File: src/rtl/lsu_mem_ctrl.sv
// Load/store unit bridging the datapath memory port to a req/ack data memory.
// Steers store lanes, formats loads, checks alignment and times out the bus.
module lsu_mem_ctrl #(
  parameter int TIMEOUT = 256,
  parameter int CNT_W   = 8
) (
  input  logic        clk,
  input  logic        reset,
  input  logic        MemRead,
  input  logic        MemWrite,
  input  logic [2:0]  Funct3,
  input  logic [31:0] Mem_WrAddr,
  input  logic [31:0] Mem_WrData,
  output logic [31:0] ReadData,
  output logic        Stall,
  output logic        AccessErr,
  output logic        BusErr,
  output logic        mem_req,
  output logic        mem_we,
  output logic [31:0] mem_addr,
  output logic [31:0] mem_wdata,
  output logic [3:0]  mem_be,
  input  logic [31:0] mem_rdata,
  input  logic        mem_ack
);

  typedef enum logic [1:0] {
    S_IDLE,
    S_REQ,
    S_DONE
  } state_t;

  localparam logic [CNT_W-1:0] LAST = CNT_W'(TIMEOUT - 1);

  state_t           r_state;
  state_t           w_next;
  logic [CNT_W-1:0] r_cnt;
  logic [2:0]       r_f3;
  logic [1:0]       r_lane;

  logic        w_access;
  logic        w_f3_ok;
  logic        w_align;
  logic        w_legal;
  logic        w_timeout;
  logic [3:0]  w_be;
  logic [31:0] w_wdata;
  logic [7:0]  w_byte;
  logic [15:0] w_half;
  logic [31:0] w_ld;
  logic [1:0]  w_a;

  assign w_a       = Mem_WrAddr[1:0];
  assign w_access  = MemRead | MemWrite;
  assign w_timeout = (r_cnt == LAST);

  always_comb begin
    w_f3_ok = 1'b0;
    unique case (Funct3)
      3'b000, 3'b001, 3'b010: w_f3_ok = 1'b1;
      3'b100, 3'b101:         w_f3_ok = MemRead;
      default:                w_f3_ok = 1'b0;
    endcase
  end

  always_comb begin
    w_align = 1'b1;
    w_be    = 4'b1111;
    w_wdata = Mem_WrData;
    unique case (Funct3[1:0])
      2'b00: begin
        w_be    = 4'b0001 << w_a;
        w_wdata = {4{Mem_WrData[7:0]}};
      end
      2'b01: begin
        w_align = ~w_a[0];
        w_be    = 4'b0011 << w_a;
        w_wdata = {2{Mem_WrData[15:0]}};
      end
      default: w_align = (w_a == 2'b00);
    endcase
  end

  assign w_legal = (MemRead ^ MemWrite) & w_f3_ok & w_align;

  assign w_byte = mem_rdata[{r_lane, 3'b000} +: 8];
  assign w_half = r_lane[1] ? mem_rdata[31:16] : mem_rdata[15:0];

  always_comb begin
    w_ld = mem_rdata;
    unique case (r_f3)
      3'b000:  w_ld = {{24{w_byte[7]}}, w_byte};
      3'b100:  w_ld = {24'd0, w_byte};
      3'b001:  w_ld = {{16{w_half[15]}}, w_half};
      3'b101:  w_ld = {16'd0, w_half};
      default: w_ld = mem_rdata;
    endcase
  end

  always_comb begin
    w_next = r_state;
    Stall  = 1'b0;
    unique case (r_state)
      S_IDLE: begin
        if (w_access && w_legal) begin
          w_next = S_REQ;
          Stall  = 1'b1;
        end
      end
      S_REQ: begin
        Stall = 1'b1;
        if (mem_ack || w_timeout) w_next = S_DONE;
      end
      S_DONE:  w_next = S_IDLE;
      default: w_next = S_IDLE;
    endcase
  end

  always_ff @(posedge clk) begin
    if (reset) r_state <= S_IDLE;
    else       r_state <= w_next;
  end

  always_ff @(posedge clk) begin
    if (reset) begin
      ReadData  <= '0;
      AccessErr <= 1'b0;
      BusErr    <= 1'b0;
      mem_req   <= 1'b0;
      mem_we    <= 1'b0;
      mem_addr  <= '0;
      mem_wdata <= '0;
      mem_be    <= '0;
      r_cnt     <= '0;
      r_f3      <= '0;
      r_lane    <= '0;
    end else begin
      AccessErr <= 1'b0;
      BusErr    <= 1'b0;
      unique case (r_state)
        S_IDLE: begin
          if (w_access && w_legal) begin
            mem_req   <= 1'b1;
            mem_we    <= MemWrite;
            mem_addr  <= {Mem_WrAddr[31:2], 2'b00};
            mem_be    <= MemWrite ? w_be : 4'b1111;
            mem_wdata <= MemWrite ? w_wdata : 32'd0;
            r_f3      <= Funct3;
            r_lane    <= w_a;
            r_cnt     <= '0;
          end else if (w_access) begin
            AccessErr <= 1'b1;
            ReadData  <= '0;
          end
        end
        S_REQ: begin
          r_cnt <= r_cnt + CNT_W'(1);
          // a late ack still wins over the timeout in the same cycle
          if (mem_ack) begin
            mem_req  <= 1'b0;
            ReadData <= mem_we ? 32'd0 : w_ld;
          end else if (w_timeout) begin
            mem_req  <= 1'b0;
            BusErr   <= 1'b1;
            ReadData <= '0;
          end
        end
        default: ;
      endcase
    end
  end

endmodule
File: config.mk
export PLATFORM = sky130hd
export DESIGN_NAME = lsu_mem_ctrl
export DESIGN_NICKNAME = d
export VERILOG_FILES = /design/src/rtl/lsu_mem_ctrl.sv
export SDC_FILE = /design/constraint.sdc
export NUM_CORES = 1
export LEC_CHECK = 0
export CAP_MARGIN = 10
export CORE_MARGIN = 2
export CORE_UTILIZATION = 44
export DETAILED_ROUTE_END_ITERATION = 7
export PLACE_DENSITY_LB_ADDON = 0.12
export SLEW_MARGIN = 40
export SYNTH_ARGS = -nofsm -noshare
export SYNTH_HDL_FRONTEND = slang
export SYNTH_SLANG_ARGS = --single-unit
File: constraint.sdc
create_clock -name clk -period 2.6 [get_ports clk]
set_input_delay 0.39 -clock clk [delete_from_list [all_inputs] [get_ports clk]]
set_output_delay 0.39 -clock clk [all_outputs]
set_load 0.01 [all_outputs]
==> summary.md <==
| Metric | Value |
|---|---|
| Synthesized cell area | 5450 um2 |
| Num Clock Sinks | 117 |
| Synth top area cells | dfxtp_1 43%, a21oi_1 7.1%, o21ai_0 6.0%, nand3_1 3.6%, a22o_1 3.4% |
| Max Slew Vio Count | 0 |
| Leading area contributor after synthesis | dfxtp_1 |
| Count leader, synth | dfxtp_1 |
| Initial antenna violation count | 0 |
| Final Instance Count excl. Fillers | 976 |
| Postcts setup bufs | 0 |
| CTS tree | built |
| Vias in the first global route | 5391 |
| Pre-CTS WS | -0.285 ns |
| Cell Chain, Critical Path | clkdlybuf4s50_1 > inv_1 > ha_1 > nor2b_1 > o221ai_4 > o21ai_1 > dlygate4sd2_1 |
| CTS clk-pin slew, worst paths | 0.05 ns |
| Clock Path Buffers | 2 |
| Post-Layout Inst Area | 8160 um2 |
| GRT overflow | 0 |
| Lkg Pwr | 2.87 nW |
| Placed Cells | 947 |
| Peak VDD IR | 411 uV |
| First-pass GRT wire length | 26.7 mm |
| Placed inst area | 7650 um2 |
| R2r endpoint | ReadData[10] |
| Hold Crit Start | reset |
| Layout Utilization | 0.676 |
| Hold Path Sink | mem_wdata[0] |
| Final hold vios | 0 |
| Worst-Margin Slew | 0.613 ns |
| Post-layout nets | 904 |
| Maximum fanout along the worst path | 2 |
| Min-Delay Path Depth | 2 |
| Power Total | 4.59 mW |
| H-Tree Level Count | 4 |
| Floorplan row count | 40 |
| Critical path endpoint category | output port |
| Via count | 5527 |
| Worst reg2reg path depth | 6 |
| Final number of setup-violating endpoints | 0 |
| Drt drc | 0 |
| Top_reg_cell synth | dfxtp_1 |
| ANT nets after route | 0 |
| RSZ-0062 raised after global routing | no |
| Max frequency | 0.403 GHz |
| Avg WL per Cell | 17.3 um |
| Die height | 115 um |
| Critical path class | in -> out |
| GRT Overall Usage | 0.254 |
| Register area share after synthesis | 0.430 |
| Startpoint class of the critical path | primary input |
| Post-synth EDFFs | 0 |
| Worst slew margin | 0.590 |
| Die width | 115 um |
| Worst EP arrival | 2.09 ns |
| Final WS setup | 0.118 ns |
| Area growth syn-to-layout | 49.7% |
| CP Data Required Time | 2.21 ns |
| Syn_area_per_cell | 8.92 um2 |
| CP max stage delay | 0.48 ns |
| Number of synthesized register bits | 117 |
| Clock Root Buffer | clkbuf_16 |
| Fillers | 990 |
| Worst Setup SP | MemWrite |
| Drt total wl | 16.9 mm |
| Met1 Use GR | 0.318 |
| Die Area | 13300 um2 |
| Clock Skew | 0.00624 ns |
| Dpl hpwl | 12.0 mm |
| Largest net degree at the start of global routing | 60 |
| Grt peak-use layer | met2 |
| M2 GR Usage | 0.420 |
| CORE AREA | 12100 um2 |
| Placer Congestion | 0.806 |
| R2R setup slack | 0.56 ns |
| Pre-Repair DR Iteration Count | 5 |
| Post-synth top area share | 0.430 |
| Port Buffers | 206 |
| Met3 Use GR | 0.0754 |
| Crit-path slowest cell | clkdlybuf4s50_1 |
| Iteration-0 DRC Markers | 421 |
| Yosys cell types | 60 |
| Layout cells sized above 1 | 0.106 |
| # IOs | 209 |
| Antenna Cells | 0 |
| DR vias/cell | 5.66 |
| Clock Latency Late Sink | 0.41 ns |
| Initial Utilization | 0.452 |
| Reg2Reg Launch Point | r_cnt[0] |
| Fin crit share | 0.955 |
| Ys async rst share | 0 |
| TritonCTS buffer count | 17 |
| Ys Warns | 0 |
| Tmin final | 2.48 ns |
| Status | finished, final reports clean |
| Mapped Cells | 611 |
| Pwr per Cell Area | 563 nW/um2 |
| Hold Crit Class | in -> reg |
| MaxCap Viol Count | 0 |
| Synth top cells by count | 117 x dfxtp_1, 77 x a21oi_1, 65 x o21ai_0 |
==> routing by layer <==
layer	wire length, um	vias to the layer above	part of all wire
li1	-	2639	-
met1	7390	2618	0.44
met2	8010	247	0.47
met3	1240	23	0.073
met4	286	0	0.017
met5	0	-	0
==> stage by stage <==
step / setup TNS, ns / hold WS, ns
global placement: -4.66 / 0.448
CTS: 0 / 0.329
floorplan: 0 / 0.464
detailed placement: -7.15 / 0.458
global route: 0 / 0.371
finish: 0 / 0.352
==> critical path, delay by kind of cell <==
family	cells	cell delay, ns
simple gates	1	0.24
buf+inv	3	0.86
compound gates	2	0.34
fa+ha+maj	1	0.26
==> kinds of logic (layout without fill, tap and decap cells) <==
kind of cell / Yosys count / after routing / share of synthesized area
compound gates: 236 / 236 / 0.292
xor+xnor: 1 / 1 / 0.00161
fa+ha+maj: 2 / 2 / 0.00459
buf+inv: 73 / 269 / 0.0611
flops: 117 / 117 / 0.430
mux: 30 / 30 / 0.0599
other cells: 1 / 2 / 0.000688
simple gates: 151 / 151 / 0.150
==> layout make-up <==
| type | instances | area (um2) | share of cell area |
|---|---|---|---|
| multi-input cells | 422 | 2810 | 0.345 |
| repair buffers | 230 | 2250 | 0.276 |
| well taps | 168 | 210 | 0.0258 |
| clock buffers | 23 | 478 | 0.0586 |
| flip-flops and latches | 117 | 2340 | 0.287 |
| clock inverters | 6 | 30.0 | 0.00368 |
| inverters | 10 | 37.5 | 0.00460 |
==> cells in the final DEF (no fill, tap or decap), types with 6 or more instances in the layout <==
master	instances
mux2_2	11
nand2_1	12
nand3_1	39
a221o_1	6
buf_4	23
o2bb2ai_1	12
o2bb2ai_2	10
clkdlybuf4s50_1	204
inv_1	10
a21oi_1	77
nor2_1	26
mux2i_1	18
o21ai_0	65
o22ai_1	6
nand4_1	18
clkbuf_16	17
a22o_1	21
clkinv_2	6
dfxtp_1	117
nor3_1	6
nand2b_1	21
and3_1	6
==> sequential cells by signal, indices dropped and copies added (netlist names) <==
name / flops
mem_wdata: 32
r_f3: 3
mem_be: 4
ReadData: 32
r_state: 2
r_cnt: 8
mem_req: 1
mem_we: 1
AccessErr: 1
r_lane: 2
mem_addr: 30
BusErr: 1
==> worst max-delay path by stage <==
stage,slack [ns],endpoint,cells past startpoint
finish,0.12,Stall,7
CTS,0.10,Stall,7
global route,0.02,mem_wdata[12],9
detailed placement,-0.29,mem_wdata[10],9
floorplan,0.53,mem_wdata[14],9
global placement,-0.20,mem_wdata[12],9
==> power breakdown <==
part | leakage (nW) | switching (mW) | internal [mW] | total (mW)
combinational | 1.66 | 0.330 | 0.348 | 0.678
clock | 0.258 | 0.765 | 1.26 | 2.03
sequential | 0.947 | 0.0367 | 1.85 | 1.88
==> timing repair <==
| action | in CTS | in global routing |
|---|---|---|
| resized for setup | 1 | 0 |
| hold endpoints to repair | 0 | 0 |
| setup endpoints to repair | 1 | 0 |
| hold buffers | 0 | 0 |
No activity file was read; power rests on OpenSTA's default activity.
